## src/rtl/ddr_phy_pkg.sv

```systemverilog
// Shared definitions for the DDR CA lane controller slice.
//   dl_state_e : delay-line step sequencer states
//   TAP_W_DEF  : default tap counter width
//   lane_lsb() : LSB position of a lane inside a lane-major flat bus
package ddr_phy_pkg;

   typedef enum logic [2:0] {
      DL_IDLE   = 3'd0,
      DL_LOAD   = 3'd1,
      DL_MOVE   = 3'd2,
      DL_SETTLE = 3'd3,
      DL_DONE   = 3'd4
   } dl_state_e;

   localparam int TAP_W_DEF = 8;

   function automatic int lane_lsb(input int lane, input int width);
      return lane * width;
   endfunction

endpackage

```

## src/rtl/ddr_dl_step_seq.sv

```systemverilog
// Delay-line step sequencer for a group of output lanes. Accepts one
// adjust request at a time, then either reloads the target lane or issues
// single-tap MOVE pulses separated by a settle gap, tracking the tap value
// of every lane and stopping at the tap range limits or on out-of-range.
//
// Ports
//   clk_sys, rst_b       clock, async active-low reset
//   adj_req..adj_steps   request handshake fields (held until adj_ack)
//   oor_chk              per-lane out-of-range flag used by the bounds check
//   adj_ack/adj_err      one-cycle completion pulse and truncation flag
//   adj_busy             sequencer not idle
//   dl_move/dl_load      one-hot registered pulses to the IOD
//   dl_dir               per-lane direction, held for the whole request
//   tap_val              lane-major tracked tap values
//
// state     | meaning
// ----------+------------------------------------------------------------
// DL_IDLE   | waiting for adj_req; latches the request fields
// DL_LOAD   | issues the LOAD pulse and resets the tracked tap
// DL_MOVE   | bounds check; one MOVE pulse or stop with error
// DL_SETTLE | down-counts the settle gap after LOAD/MOVE
// DL_DONE   | one-cycle adj_ack with adj_err
module ddr_dl_step_seq
   import ddr_phy_pkg::*;
#(
   parameter int NUM_CH     = 2,
   parameter int TAP_W      = TAP_W_DEF,
   parameter int TAP_INIT   = 1,
   parameter int SETTLE_CYC = 4,
   parameter int CH_W       = 1
) (
   input  logic                    clk_sys,
   input  logic                    rst_b,
   input  logic                    adj_req,
   input  logic [CH_W-1:0]         adj_ch,
   input  logic                    adj_load,
   input  logic                    adj_dir,
   input  logic [TAP_W-1:0]        adj_steps,
   input  logic [NUM_CH-1:0]       oor_chk,
   output logic                    adj_ack,
   output logic                    adj_err,
   output logic                    adj_busy,
   output logic [NUM_CH-1:0]       dl_move,
   output logic [NUM_CH-1:0]       dl_dir,
   output logic [NUM_CH-1:0]       dl_load,
   output logic [NUM_CH*TAP_W-1:0] tap_val
);

   localparam int SC_W = (SETTLE_CYC > 1) ? $clog2(SETTLE_CYC) : 1;
   localparam logic [SC_W-1:0]  SETTLE_LD = SC_W'(SETTLE_CYC - 1);
   localparam logic [TAP_W-1:0] TAP_RST   = TAP_W'(TAP_INIT);
   localparam logic [TAP_W-1:0] TAP_MAX   = '1;
   localparam logic [TAP_W-1:0] TAP_ONE   = TAP_W'(1);
   localparam logic [CH_W:0]    NUM_CH_L  = (CH_W+1)'(NUM_CH);

   dl_state_e          state_q, state_d;
   logic [CH_W-1:0]    ch_q, ch_d;
   logic               dir_q, dir_d;
   logic [TAP_W-1:0]   steps_q, steps_d;
   logic               err_q, err_d;
   logic [SC_W-1:0]    settle_q, settle_d;
   logic [NUM_CH-1:0]  move_q, move_d;
   logic [NUM_CH-1:0]  load_q, load_d;
   logic [TAP_W-1:0]   tap_q [NUM_CH];
   logic [TAP_W-1:0]   tap_d [NUM_CH];

   logic [TAP_W-1:0]   tap_cur;
   logic               oor_cur;
   logic               stop;
   logic               ch_in_ok;

   // Lane mux for the latched target lane; an invalid lane selects nothing.
   always_comb begin
      tap_cur = '0;
      oor_cur = 1'b0;
      for (int c = 0; c < NUM_CH; c++) begin
         if (ch_q == CH_W'(c)) begin
            tap_cur = tap_q[c];
            oor_cur = oor_chk[c];
         end
      end
   end

   assign stop     = oor_cur | (dir_q ? (tap_cur == TAP_MAX) : (tap_cur == '0));
   assign ch_in_ok = ({1'b0, adj_ch} < NUM_CH_L);

   always_comb begin
      state_d  = state_q;
      ch_d     = ch_q;
      dir_d    = dir_q;
      steps_d  = steps_q;
      err_d    = err_q;
      settle_d = settle_q;
      move_d   = '0;
      load_d   = '0;
      tap_d    = tap_q;

      unique case (state_q)
         DL_IDLE: begin
            if (adj_req) begin
               ch_d    = adj_ch;
               dir_d   = adj_load ? 1'b0 : adj_dir;
               steps_d = adj_load ? '0 : adj_steps;
               err_d   = 1'b0;
               if (!ch_in_ok) begin
                  err_d   = 1'b1;
                  state_d = DL_DONE;
               end else if (adj_load) begin
                  state_d = DL_LOAD;
               end else if (adj_steps != '0) begin
                  state_d = DL_MOVE;
               end else begin
                  state_d = DL_DONE;
               end
            end
         end
         DL_LOAD: begin
            for (int c = 0; c < NUM_CH; c++) begin
               if (ch_q == CH_W'(c)) begin
                  load_d[c] = 1'b1;
                  tap_d[c]  = TAP_RST;
               end
            end
            settle_d = SETTLE_LD;
            state_d  = DL_SETTLE;
         end
         DL_MOVE: begin
            if (stop) begin
               err_d   = 1'b1;
               state_d = DL_DONE;
            end else begin
               for (int c = 0; c < NUM_CH; c++) begin
                  if (ch_q == CH_W'(c)) begin
                     move_d[c] = 1'b1;
                     tap_d[c]  = dir_q ? (tap_q[c] + TAP_ONE) : (tap_q[c] - TAP_ONE);
                  end
               end
               steps_d  = steps_q - TAP_ONE;
               settle_d = SETTLE_LD;
               state_d  = DL_SETTLE;
            end
         end
         DL_SETTLE: begin
            if (settle_q == '0) begin
               state_d = (steps_q != '0) ? DL_MOVE : DL_DONE;
            end else begin
               settle_d = settle_q - SC_W'(1);
            end
         end
         DL_DONE: begin
            state_d = DL_IDLE;
         end
         default: begin
            state_d = DL_IDLE;
         end
      endcase
   end

   always_ff @(posedge clk_sys or negedge rst_b) begin
      if (!rst_b) begin
         state_q  <= DL_IDLE;
         ch_q     <= '0;
         dir_q    <= 1'b0;
         steps_q  <= '0;
         err_q    <= 1'b0;
         settle_q <= '0;
         move_q   <= '0;
         load_q   <= '0;
         for (int c = 0; c < NUM_CH; c++) begin
            tap_q[c] <= TAP_RST;
         end
      end else begin
         state_q  <= state_d;
         ch_q     <= ch_d;
         dir_q    <= dir_d;
         steps_q  <= steps_d;
         err_q    <= err_d;
         settle_q <= settle_d;
         move_q   <= move_d;
         load_q   <= load_d;
         for (int c = 0; c < NUM_CH; c++) begin
            tap_q[c] <= tap_d[c];
         end
      end
   end

   assign adj_ack  = (state_q == DL_DONE);
   assign adj_err  = adj_ack & err_q;
   assign adj_busy = (state_q != DL_IDLE);
   assign dl_move  = move_q;
   assign dl_load  = load_q;

   // Pulses are registered, so the direction latched at acceptance is
   // already stable on the cycle before each MOVE pulse reaches the IOD.
   always_comb begin
      dl_dir  = '0;
      tap_val = '0;
      for (int c = 0; c < NUM_CH; c++) begin
         dl_dir[c] = adj_busy & (ch_q == CH_W'(c)) & dir_q;
         tap_val[lane_lsb(c, TAP_W) +: TAP_W] = tap_q[c];
      end
   end

endmodule

```

## src/rtl/ddr_ca_lane_ctrl.sv

```systemverilog
// Fabric-side controller for a group of DDR4 address/command output lanes
// on TX-only IOD slices. Registers the serialised TX and OE words with an
// OE postamble and idle drive level, and runs the delay-line training
// sequencer (ddr_dl_step_seq) that issues LOAD/MOVE pulses per lane.
//
// Ports
//   fab_clk, arst_n            fabric clock, async active-low reset
//   tx_sync_rst                synchronous clear of the TX/OE path only
//   tx_valid, tx_data_in       lane-major TX words, lane c at [c*SER_RATIO +: SER_RATIO]
//   tx_data, oe_data           registered words to the IOD
//   adj_*                      delay-adjust request/ack handshake
//   delay_line_*               IOD delay-line control and status
//   tap_val                    tracked tap value per lane
//   oor_sticky                 only with DDR_CA_OOR_STICKY_EN: latched out-of-range
//
// Build option: define DDR_CA_OOR_STICKY_EN to add per-lane sticky
// out-of-range latches that also block MOVE until the lane is reloaded.
module ddr_ca_lane_ctrl
   import ddr_phy_pkg::*;
#(
   parameter int   NUM_CH      = 2,
   parameter int   SER_RATIO   = 4,
   parameter int   TAP_W       = TAP_W_DEF,
   parameter int   TAP_INIT    = 1,
   parameter int   SETTLE_CYC  = 4,
   parameter int   OE_HOLD_CYC = 2,
   parameter logic IDLE_VAL    = 1'b1,
   localparam int  CH_W        = (NUM_CH > 1) ? $clog2(NUM_CH) : 1,
   localparam int  LW          = NUM_CH * SER_RATIO
) (
   input  logic                    fab_clk,
   input  logic                    arst_n,
   input  logic                    tx_sync_rst,
   input  logic                    tx_valid,
   input  logic [LW-1:0]           tx_data_in,
   output logic [LW-1:0]           tx_data,
   output logic [LW-1:0]           oe_data,
   input  logic                    adj_req,
   input  logic [CH_W-1:0]         adj_ch,
   input  logic                    adj_load,
   input  logic                    adj_dir,
   input  logic [TAP_W-1:0]        adj_steps,
   output logic                    adj_ack,
   output logic                    adj_err,
   output logic                    adj_busy,
   output logic [NUM_CH-1:0]       delay_line_move,
   output logic [NUM_CH-1:0]       delay_line_direction,
   output logic [NUM_CH-1:0]       delay_line_load,
   input  logic [NUM_CH-1:0]       delay_line_out_of_range,
   output logic [NUM_CH*TAP_W-1:0] tap_val
`ifdef DDR_CA_OOR_STICKY_EN
   ,
   output logic [NUM_CH-1:0]       oor_sticky
`endif
);

   localparam int HOLD_W = (OE_HOLD_CYC > 0) ? $clog2(OE_HOLD_CYC + 1) : 1;
   localparam logic [HOLD_W-1:0] HOLD_LD   = HOLD_W'(OE_HOLD_CYC);
   localparam logic [LW-1:0]     IDLE_WORD = {LW{IDLE_VAL}};

   logic [LW-1:0]     tx_q;
   logic [LW-1:0]     oe_q;
   logic [HOLD_W-1:0] hold_q;
   logic [NUM_CH-1:0] oor_chk;

   // TX/OE path: OE stays on for OE_HOLD_CYC idle cycles after the last
   // valid word (postamble) while the data pins already return to idle.
   always_ff @(posedge fab_clk or negedge arst_n) begin
      if (!arst_n) begin
         tx_q   <= IDLE_WORD;
         oe_q   <= '0;
         hold_q <= '0;
      end else if (tx_sync_rst) begin
         tx_q   <= IDLE_WORD;
         oe_q   <= '0;
         hold_q <= '0;
      end else if (tx_valid) begin
         tx_q   <= tx_data_in;
         oe_q   <= '1;
         hold_q <= HOLD_LD;
      end else begin
         tx_q <= IDLE_WORD;
         if (hold_q != '0) begin
            oe_q   <= '1;
            hold_q <= hold_q - HOLD_W'(1);
         end else begin
            oe_q <= '0;
         end
      end
   end

   assign tx_data = tx_q;
   assign oe_data = oe_q;

`ifdef DDR_CA_OOR_STICKY_EN
   logic [NUM_CH-1:0] sticky_q;

   // Set has priority over the LOAD clear so a lane that is still out of
   // range while being reloaded stays flagged.
   always_ff @(posedge fab_clk or negedge arst_n) begin
      if (!arst_n) begin
         sticky_q <= '0;
      end else begin
         sticky_q <= (sticky_q & ~delay_line_load) | delay_line_out_of_range;
      end
   end

   assign oor_sticky = sticky_q;
   assign oor_chk    = delay_line_out_of_range | sticky_q;
`else
   assign oor_chk    = delay_line_out_of_range;
`endif

   ddr_dl_step_seq #(
      .NUM_CH     (NUM_CH),
      .TAP_W      (TAP_W),
      .TAP_INIT   (TAP_INIT),
      .SETTLE_CYC (SETTLE_CYC),
      .CH_W       (CH_W)
   ) u_step_seq (
      .clk_sys   (fab_clk),
      .rst_b     (arst_n),
      .adj_req   (adj_req),
      .adj_ch    (adj_ch),
      .adj_load  (adj_load),
      .adj_dir   (adj_dir),
      .adj_steps (adj_steps),
      .oor_chk   (oor_chk),
      .adj_ack   (adj_ack),
      .adj_err   (adj_err),
      .adj_busy  (adj_busy),
      .dl_move   (delay_line_move),
      .dl_dir    (delay_line_direction),
      .dl_load   (delay_line_load),
      .tap_val   (tap_val)
   );

endmodule

```

## config.mk

```make
export PLATFORM = sky130hd
export DESIGN_NAME = ddr_ca_lane_ctrl
export DESIGN_NICKNAME = d
export VERILOG_FILES = /design/src/rtl/ddr_phy_pkg.sv /design/src/rtl/ddr_dl_step_seq.sv /design/src/rtl/ddr_ca_lane_ctrl.sv
export SDC_FILE = /design/constraint.sdc
export NUM_CORES = 1
export LEC_CHECK = 0
export CAP_MARGIN = 20
export CORE_MARGIN = 4
export CORE_UTILIZATION = 46
export DETAILED_ROUTE_END_ITERATION = 8
export PLACE_DENSITY = 0.84
export SYNTH_ARGS = -nofsm -noshare
export SYNTH_HDL_FRONTEND = slang
export SYNTH_SLANG_ARGS = --single-unit
```

## constraint.sdc

```tcl
create_clock -name fab_clk -period 2.4 [get_ports fab_clk]
set_input_delay 0.24 -clock fab_clk [delete_from_list [all_inputs] [get_ports fab_clk]]
set_output_delay 0.24 -clock fab_clk [all_outputs]
set_load 0.02 [all_outputs]
```

Word-level counts from Yosys, hierarchy flattened

Index checks and enable logic that the tools add are counted.

Input bits: 26
Register bits after elaboration: 54
Output and inout bits: 41

Muxes and demuxes: 42
Equal/unequal tests: 14
Reductions and logical operators: 18
Add/subtract/negate cells: 7
Bitwise operators: 7

Operators with widths:

| cell                                                  | count |
|---|---|
| two-way mux 8 bit                                     | 15 |
| one-hot mux 16 bit (2 select lines)                   | 1 |
| subtractor 8 x 1 -> 8 bit, second input constant      | 3 |
| two-way mux 3 bit                                     | 6 |
| adder 8 x 1 -> 8 bit, second input constant           | 2 |
| two-way mux 16 bit                                    | 1 |
| two-way mux 2 bit                                     | 8 |
| one-hot mux 8 bit (2 select lines)                    | 1 |
| nonzero test 8 bit                                    | 2 |
| one-hot mux 3 bit (4 select lines)                    | 1 |
| inequality test 2 bit, second input constant          | 5 |
| AND reduction 3 bit                                   | 3 |
| nonzero test 3 bit                                    | 3 |
| == test 8 bit, second input constant                  | 1 |
| zero test 8 bit                                       | 1 |
| inequality test 2 x 1 -> 1 bit, second input constant | 4 |
| AND reduction 4 bit                                   | 2 |
| two-way mux 1 bit                                     | 7 |
| == test 3 x 2 -> 1 bit, second input constant         | 2 |
| one-hot mux 2 bit (3 select lines)                    | 1 |
| nonzero test 2 bit                                    | 3 |
| AND 1 bit                                             | 5 |
| AND reduction 2 bit                                   | 2 |
| subtractor 2 x 1 -> 2 bit, second input constant      | 2 |
| 7 further kinds                                       | 7 |

Logic depth before layout (Yosys ltp)

Gate-level depths: netlist of the first run.

Depth in word-level cells: 6
Mapped depth: 9
Mapped depth without buffers: 8

Modules after synthesis

A second synthesis of the first run with hierarchy kept.

Cells, all modules: 305
Area total of the unflattened synthesis: 2941.6 µm²

Modules (own cells, without submodules):

| module           | area an instance (µm²) | sequential area each (µm²) | cells each | instances |
|---|---|---|---|---|
| ddr_dl_step_seq  | 2484.9                 | 903.4                      | 268        | 1 |
| ddr_ca_lane_ctrl | 456.7                  | 285.3                      | 37         | 1 |

Worst setup path before layout of the first run

No wires, ideal clock.

Path kind: register -> register
Start: register u_step_seq.dir_q
End: register u_step_seq.tap_q (netlist bit u_step_seq.tap_val[6])
Arrival: 2.236 ns
Stages on the path, launching flop included: 9
Clock period less this slack: 2.357 ns
Required time: 2.278 ns
Setup slack: 0.043 ns
Cell sequence: dfrtp_1 inv_1 ha_1 nor2b_1 o21ai_0 a21boi_0 o21a_1 or3_1 a32o_1

Longest elaborated chain between the ends: 4
Elaborated cells between the ends (all ways): 8
Those cells by class: 1 x eq/ne; 5 x mux; 1 x bitwise; 1 x reduce/logical

Ends and longest elaborated chain:

| what                                                                                        | RTL line                                      | RTL |
|---|---|---|
| start: declaration                                                                          | ddr_dl_step_seq.sv:58                         | `logic dir_q, dir_d;` |
| start signal: assignment                                                                    | ddr_dl_step_seq.sv:175                        | `dir_q <= dir_d;` |
| two-way mux 1 bit / two-way mux 8 bit (equally long branches)                               | ddr_dl_step_seq.sv:84, ddr_dl_step_seq.sv:135 |  |
| bitwise OR 1 bit / two-way mux 8 bit (equally long branches)                                | ddr_dl_step_seq.sv:84, ddr_dl_step_seq.sv:133 |  |
| inequality test 2 bit (no line) / two-way mux 16 bit (equally long branches)                | -                                             |  |
| AND reduction 4 bit (no line) / one-hot mux 16 bit (2 select lines) (equally long branches) | -                                             |  |
| end signal: indexed assignment                                                              | ddr_dl_step_seq.sv:182                        | `tap_q[c] <= tap_d[c];` |
| end: declaration                                                                            | ddr_dl_step_seq.sv:64                         | `logic [TAP_W-1:0] tap_q [NUM_CH];` |

Parallel ways exist; a longest one is shown, timed or not. The select of a mux whose other input is x is not followed.
A chain may end at the register's enable or synchronous reset.

Worst setup path in the final report of the first run

Start: register u_step_seq.ch_q
End: register u_step_seq.tap_q (netlist bit u_step_seq.tap_val[5])

Longest elaborated chain between the ends: 6
Elaborated cells between the ends (all ways): 10
Those cells by class: 4 x eq/ne; 3 x mux; 1 x bitwise; 2 x reduce/logical

Ends and longest elaborated chain:

| what                                                    | RTL line               | RTL |
|---|---|---|
| start: declaration                                      | ddr_dl_step_seq.sv:57  | `logic [CH_W-1:0] ch_q, ch_d;` |
| start signal: assignment                                | ddr_dl_step_seq.sv:174 | `ch_q <= ch_d;` |
| two-way mux 8 bit                                       | ddr_dl_step_seq.sv:77  | `if (ch_q == CH_W'(c)) begin` |
| == test 8 bit / zero test 8 bit (equally long branches) | ddr_dl_step_seq.sv:84  | `assign stop = oor_cur \| (dir_q ? (tap_cur == TAP_MAX) : (tap_cur == '0));` |
| two-way mux 1 bit                                       | ddr_dl_step_seq.sv:84  |  |
| bitwise OR 1 bit                                        | ddr_dl_step_seq.sv:84  |  |
| inequality test 2 bit (no line)                         | -                      |  |
| AND reduction 4 bit (no line) (*)                       | -                      |  |

Every way passes the cells marked *; elsewhere a longest branch is shown, timed or not.

==> results of run 1 <==
-- logic make-up (layout without fill, tap and decap cells) --
kind of cell	count (synthesis)	count (layout)	synth area share (%)
XOR/XNOR	7	7	2.11
flip-flops	47	47	40.9
buffers and inverters	41	110	6.80
adder cells (fa/ha/maj)	17	17	7.83
multiplexers	10	10	4.17
AO/OA/AOI/OAI	79	79	18.2
AND/OR/NAND/NOR	108	108	20.1
-- final cells by class --
cell class	count	area, um2
Fill cell	482	2280
Multi-Input combinational cell	221	1530
Sequential cell	47	1190
Timing Repair Buffer	78	748
Tap cell	75	93.8
Inverter	24	90.1
Clock buffer	5	68.8
Clock inverter	3	23.8
-- how the worst max path moves through the flow --
stage / endpoint / startpoint / slack (ns) / depth (start not counted)
after global placement: u_step_seq.tap_val[5] / u_step_seq.ch_q / 0.03 / 7
after detailed placement: u_step_seq.tap_val[5] / u_step_seq.ch_q / 0.01 / 7
after global routing: u_step_seq.tap_val[6] / u_step_seq.tap_val[0] / 0.04 / 8
after CTS: u_step_seq.tap_val[4] / u_step_seq.ch_q / 0.11 / 7
after floorplan: u_step_seq.tap_val[6] / u_step_seq.dir_q / 0.04 / 8
final: u_step_seq.tap_val[5] / u_step_seq.ch_q / 0.15 / 7
-- metal layers --
metal  part of all wire, %  track usage, %  vias up
li1                      -               -     1247
met1                    42            25.1     1233
met2                    50            33.5       73
met3                   6.4            3.60        7
met4                   1.2            5.58        0
met5                     0               0        -
-- Yosys cell counts (2+ instances only) --
library cell | count | area [um2]
o211ai_1 | 2 | 15.0
o21a_1 | 4 | 30.0
nand2b_1 | 2 | 12.5
fa_1 | 2 | 40.0
a22oi_1 | 2 | 15.0
nand4b_1 | 2 | 17.5
nand2_1 | 21 | 78.8
o21bai_1 | 2 | 15.0
dfrtp_1 | 37 | 926
mux2i_1 | 2 | 20.0
a22o_1 | 9 | 78.8
mux2_2 | 6 | 67.6
nand4_1 | 2 | 12.5
and3_1 | 2 | 12.5
nor2_1 | 19 | 71.3
nor3_1 | 14 | 70.1
a21o_1 | 2 | 15.0
nor3b_1 | 2 | 15.0
o21ai_0 | 12 | 60.1
nor2b_1 | 6 | 37.5
buf_2 | 2 | 10.0
o22ai_1 | 2 | 12.5
or3_1 | 11 | 68.8
inv_1 | 24 | 90.1
o22a_1 | 2 | 17.5
nand3_1 | 12 | 60.1
a31oi_1 | 2 | 12.5
xnor2_1 | 5 | 43.8
and2_1 | 3 | 18.8
ha_1 | 15 | 188
or4b_1 | 2 | 20.0
a21oi_1 | 24 | 120
dfstp_2 | 10 | 263
buf_4 | 9 | 67.6
or4_1 | 2 | 15.0
xor2_1 | 2 | 17.5
o31ai_1 | 3 | 22.5
nor4_1 | 2 | 12.5
clkbuf_1 | 5 | 18.8
o41ai_1 | 2 | 17.5
-- registers in the layout, summed over array words and instances (netlist names), 2 cells and up --
name                 count
hold_q                   2
tx_data                  8
u_step_seq.dl_load       2
u_step_seq.dl_move       2
u_step_seq.settle_q      2
u_step_seq.state_q       3
u_step_seq.steps_q       8
u_step_seq.tap_val      16
-- worst max-delay path: cells and delay by family (launching register included) --
family,cells,cell delay (ns)
buf+inv,1,0.19
flops,1,0.51
simple gates,2,0.79
compound gates,4,0.70
-- report_power, final --
group	total [mW]	internal, mW	leakage (nW)	switching [mW]
sequential	1.39	1.06	0.577	0.327
clock	0.503	0.209	0.0408	0.294
combinational	2.95	1.38	0.992	1.57
-- timing repair --
| action | in CTS | in global routing |
|---|---|---|
| buffers inserted | 0 | 0 |
| pin swaps | 0 | 1 |
| endpoints found under the setup margin | 4 | 7 |
| hold buffers | 1 | 0 |
| gates resized for setup | 1 | 4 |
| hold endpoints to repair | 8 | 0 |
==> reports/qor.yml, run 1 <==
synth:
  synth_async_sr_flop_share_pct: 100
  ys_ff_latch: 47
  synth-main-ff-cell: "dfrtp_1"
  synth_cells: 309
  syn-num-nets: 352
  syn-cell-area_um2: 2910
  synth_edf_count: 0
  yosysWarnings: 0
  synth_area_per_cell_um2: 9.41
  yosysSeqAreaShare_pct: 40.9
  synth_cell_type_count: 60
floorplanning:
  core_um2: 6030
  die_w_um: 87.5
  io_pins: 67
  dieArea_um2: 7660
  num_rows: 28
  initial_core_util_pct: 48.3
  chipHeight_um: 87.5
sta:
  setup_ws_ns: 0.149
  clock-skew-final_ns: 0.00537
  maxSlewHeadroom_pct: 64.8
  rsz0062_at_grt: "no"
  timing.hold.ws_ns: 0.375
  finalSetupViolCount: 0
  tightestPinTransition_ns: 0.524
  fin_crit_ns: 2.25
  slew_viol_final: 0
  fin_setup_tns_ns: 0
  max_freq_mhz: 444
  finalCritPeriodShare_pct: 93.8
  final_hold_viol_count: 0
final_layout:
  antenna_cells: 0
  final_cells: 453
  final_common_cell: "clkdlybuf4s50_1"
  fin_area_um2: 3740
  layout-drive-gt1-share_pct: 11.6
  finalNetCount: 420
  utilization_pct: 62.1
  final_cell_mix: "clkdlybuf4s50_1 (65), dfrtp_1 (36), inv_1 (23), a21oi_1 (23), nand2_1 (21)"
  area_delta_synth_final_pct: 28.7
worst_setup_path:
  required_ns: 2.65
  critPathKind: "register to register"
  rrSetupSlack_ns: 0.15
  r2r_end: "u_step_seq.tap_val[5]"
  rr_startpoint: "u_step_seq.ch_q"
  crit_fanout: 12
  critPathArrivalTime_ns: 2.50
  cp_cell_sequence: "or4_1 > o22ai_1 > a211o_1 > a21oi_1 > buf_4 > nor2_2 > a22o_1"
  slowest_stage: "or4_1"
  reg2reg_depth: 7
  max_stage_delay_ns: 0.57
  start_kind: "register"
  critPathCaptureType: "register"
cts:
  worstSkewPairLatency_ns: 0.31
  root_buffer: "clkbuf_8"
  cts_tree: "yes"
  clock_sinks: 47
  cts_made_buffers: 5
  clock_path_buffers: 2
  htree_levels: 2
  clk_pin_slew_ns: 0.09
detailed_routing:
  wire_per_inst_um: 15.7
  wirelength_um: 7110
  drt-initial-drc-count: 94
  drc_errors: 0
  drtPass1Iterations: 4
  vias: 2560
  ant_nets: 0
  viasPerCell: 5.65
placed_design:
  gp_congestion: 0.860
  hpwl_um: 5500
  placed_area_um2: 3630
  dp.cells: 444
  place_ws_ns: 0.0149
  io_buffers: 66
flow_run:
  maxCapViolations: 0
min_path:
  holdCritPathClass: "primary input to asynchronous set/reset pin"
power:
  finalPower_mw: 4.84
  p_per_area_nw_per_um2: 1290
  p_leak_nw: 1.61
  irDropWorstVdd_mv: 0.706
global_route:
  grt_usage_pct: 19.5
  grt_pass1_wl_um: 11900
  grt_pass1_vias: 2509
  overflow: 0
  antenna_found_initial: 0
  grt_max_degree: 32
outcome:
  status: "completed"
Note: power is estimated with default switching activity, not from simulation.
==> run 2, diff against run 1 <==
- CORE_UTILIZATION: 46 -> 54
- PLACE_DENSITY: 0.84 -> 0.92
- clock period: 2.4 -> 2.73 ns (I/O delays scaled with it)
==> run 2 against run 1 <==
  * Total power down 13%
  * Critical path depth down 1
  * Setup slack better by 0.13 ns
  * Sequential share of layout area up 0.39 points
==> reports/qor.yml, run 2 (synthesis results as in run 1) <==
final_layout:
  final_common_cell: "clkdlybuf4s50_1"
  antenna_cells: 0  # unchanged
  area_delta_synth_final_pct: 27.0
  final_cell_mix: "clkdlybuf4s50_1 (65), dfrtp_1 (37), inv_1 (24), a21oi_1 (24), nand2_1 (21)"
  largest_reg_flops: 16  # unchanged
  layout-drive-gt1-share_pct: 9.12  # -2.5 points
  fillCellCount: 372  # -23%
  finalNetCount: 415  # -1.2%
sta:
  fin_setup_tns_ns: 0  # unchanged
  max_freq_mhz: 408  # -8.3%
  slew_viol_final: 0  # unchanged
  fin_crit_ns: 2.45  # +0.203 ns
  finalSetupViolCount: 0  # unchanged
  finalCritPeriodShare_pct: 89.9  # -3.9 points
  tightestPinTransition_ns: 0.509  # -0.0146 ns
  setup_ws_ns: 0.276  # +0.127 ns
  rsz0062_at_grt: "no"
  final_hold_viol_count: 0  # unchanged
  clock-skew-final_ns: 0.00723  # +0.00186 ns
  maxSlewHeadroom_pct: 66.1  # +1.3 points
worst_setup_path:
  start_kind: "register"
  critPathCaptureType: "register"
  crit_fanout: 14  # +2
  critPathArrivalTime_ns: 2.64  # +0.14 ns
  critPathKind: "register to register"
  required_ns: 2.91  # +0.26 ns
floorplanning:
  initial_core_util_pct: 56.2  # +8.0 points
  core_um2: 5170  # -14%
  chipHeight_um: 81.4  # -7.0%
  io_pins: 67  # unchanged
  die_w_um: 81.4  # -7.0%
  num_rows: 26  # -7.1%
  dieArea_um2: 6620  # -14%
power:
  internal_power_mw: 2.29  # -14%
  power_frac_comb_pct: 60.9  # about the same
  clock_power_share_pct: 9.7  # -0.7 points
  swShare_pct: 45.9  # +0.68 points
  p_seq_share_pct: 29.4  # +0.7 points
  irDropWorstVdd_mv: 0.610  # -14%
  p_per_area_nw_per_um2: 1140  # -12%
  p_leak_nw: 1.59  # -1.1%
  p_switching_mw: 1.94  # -11%
placed_design:
  hpwl_um: 5590  # +1.7%
  io_buffers: 66  # unchanged
  place_ws_ns: 0.210  # +0.195 ns
  gp_congestion: 0.853  # -0.85%
detailed_routing:
  drtPass1Iterations: 4  # unchanged
  vias: 2620  # +2.3%
  drc_errors: 0  # unchanged
  ant_nets: 0  # unchanged
  wirelength_um: 7500  # +5.4%
  drt-initial-drc-count: 176  # +87%
  wire_per_inst_um: 16.9  # +7.8%
  viasPerCell: 5.91  # +4.7%
cts:
  htree_levels: 2  # unchanged
  cts_tree: "yes"
  clock_path_buffers: 2  # unchanged
  clk_pin_slew_ns: 0.08  # about the same
  worstSkewPairLatency_ns: 0.30  # about the same
  clock_sinks: 47  # unchanged
  root_buffer: "clkbuf_8"
  postCtsSetupRepairBufs: 0  # unchanged
  cts_made_buffers: 5  # unchanged
global_route:
  grt_pass1_vias: 2661  # +6.1%
  grt_pass1_wl_um: 12300  # +3.6%
  grt_usage_pct: 24.1  # +4.6 points
  antenna_found_initial: 0  # unchanged
  grt_max_degree: 48  # +50%
  overflow: 0  # unchanged
min_path:
  holdCritPathClass: "primary input to asynchronous set/reset pin"
flow_run:
  maxCapViolations: 0  # unchanged
outcome:
  status: "completed"
run 2: metal layers:
metal / GRT usage (%) / up-vias / share of wire [%]
li1: - / 1235 / -
met1: 29.3 / 1287 / 42
met2: 43.2 / 90 / 52
met3: 3.55 / 8 / 4.7
met4: 8.11 / 0 / 1.2
met5: 0 / - / 0
run 2: final cells by class:
type / count / area, um2 / share of cell area [%]
multi-input cells: 221 / 1520 / 41.2
flip-flops and latches: 47 / 1190 / 32.2
repair buffers: 73 / 723 / 19.6
clock inverters: 1 / 5.00 / 0.136
clock buffers: 7 / 76.3 / 2.07
inverters: 24 / 90.1 / 2.44
well taps: 70 / 87.6 / 2.37
run 2: timing repair:
action / in CTS / in global routing
hold buffers: 0 / 1
resized for setup: 0 / 1
endpoints found under the setup margin: 0 / 2
hold endpoints to repair: 0 / 13
run 2: worst paths after layout:
| path | from | endpoint | slack (ns) | depth (start not counted) |
|---|---|---|---|---|
| max | u_step_seq.ch_q | u_step_seq.tap_val[10] | 0.28 | 6 |
| min | arst_n | u_step_seq.settle_q[1] | 0.41 | 2 |
| max reg2reg | u_step_seq.ch_q | u_step_seq.tap_val[10] | 0.28 | 6 |
| min reg2reg | u_step_seq.err_q | u_step_seq.err_q | 0.49 | 2 |
| max in group asynchronous | arst_n | tx_data[7] | 1.76 | 3 |
| min in group fab_clk | u_step_seq.err_q | u_step_seq.err_q | 0.49 | 2 |
run 2: power groups by stage:
stage / Clock, mW / Combinational (mW) / Sequential (mW)
CTS: 0.419 / 2.56 / 1.22
finish: 0.411 / 2.57 / 1.24
global placement: 0 / 2.41 / 1.22
floorplan: 0 / 1.76 / 1.24
global route: 0.447 / 2.84 / 1.27
detailed placement: 0 / 2.54 / 1.23
run 2: worst max-delay path, cell delays in order, from the launching register on:
cell and delay [ns]:
dfrtp_1 0.57, or4_1 0.61, o22ai_1 0.21, a211o_1 0.21
a21o_2 0.25, nand2_1 0.16, mux2_2 0.32
run 2: stage by stage:
stage / instances / utilization [%] / area, um2 / total power, mW / hold slack, ns
after floorplan: 309 / - / 2910 / 3.00 / -0.0226
after global placement: 433 / 69.2 / 3580 / 3.63 / 0.466
after detailed placement: 433 / 69.2 / 3580 / 3.77 / 0.477
after CTS: 441 / 70.8 / 3660 / 4.20 / 0.181
after global routing: 443 / 71.4 / 3690 / 4.55 / 0.435
final: 443 / 71.4 / 3690 / 4.23 / 0.407
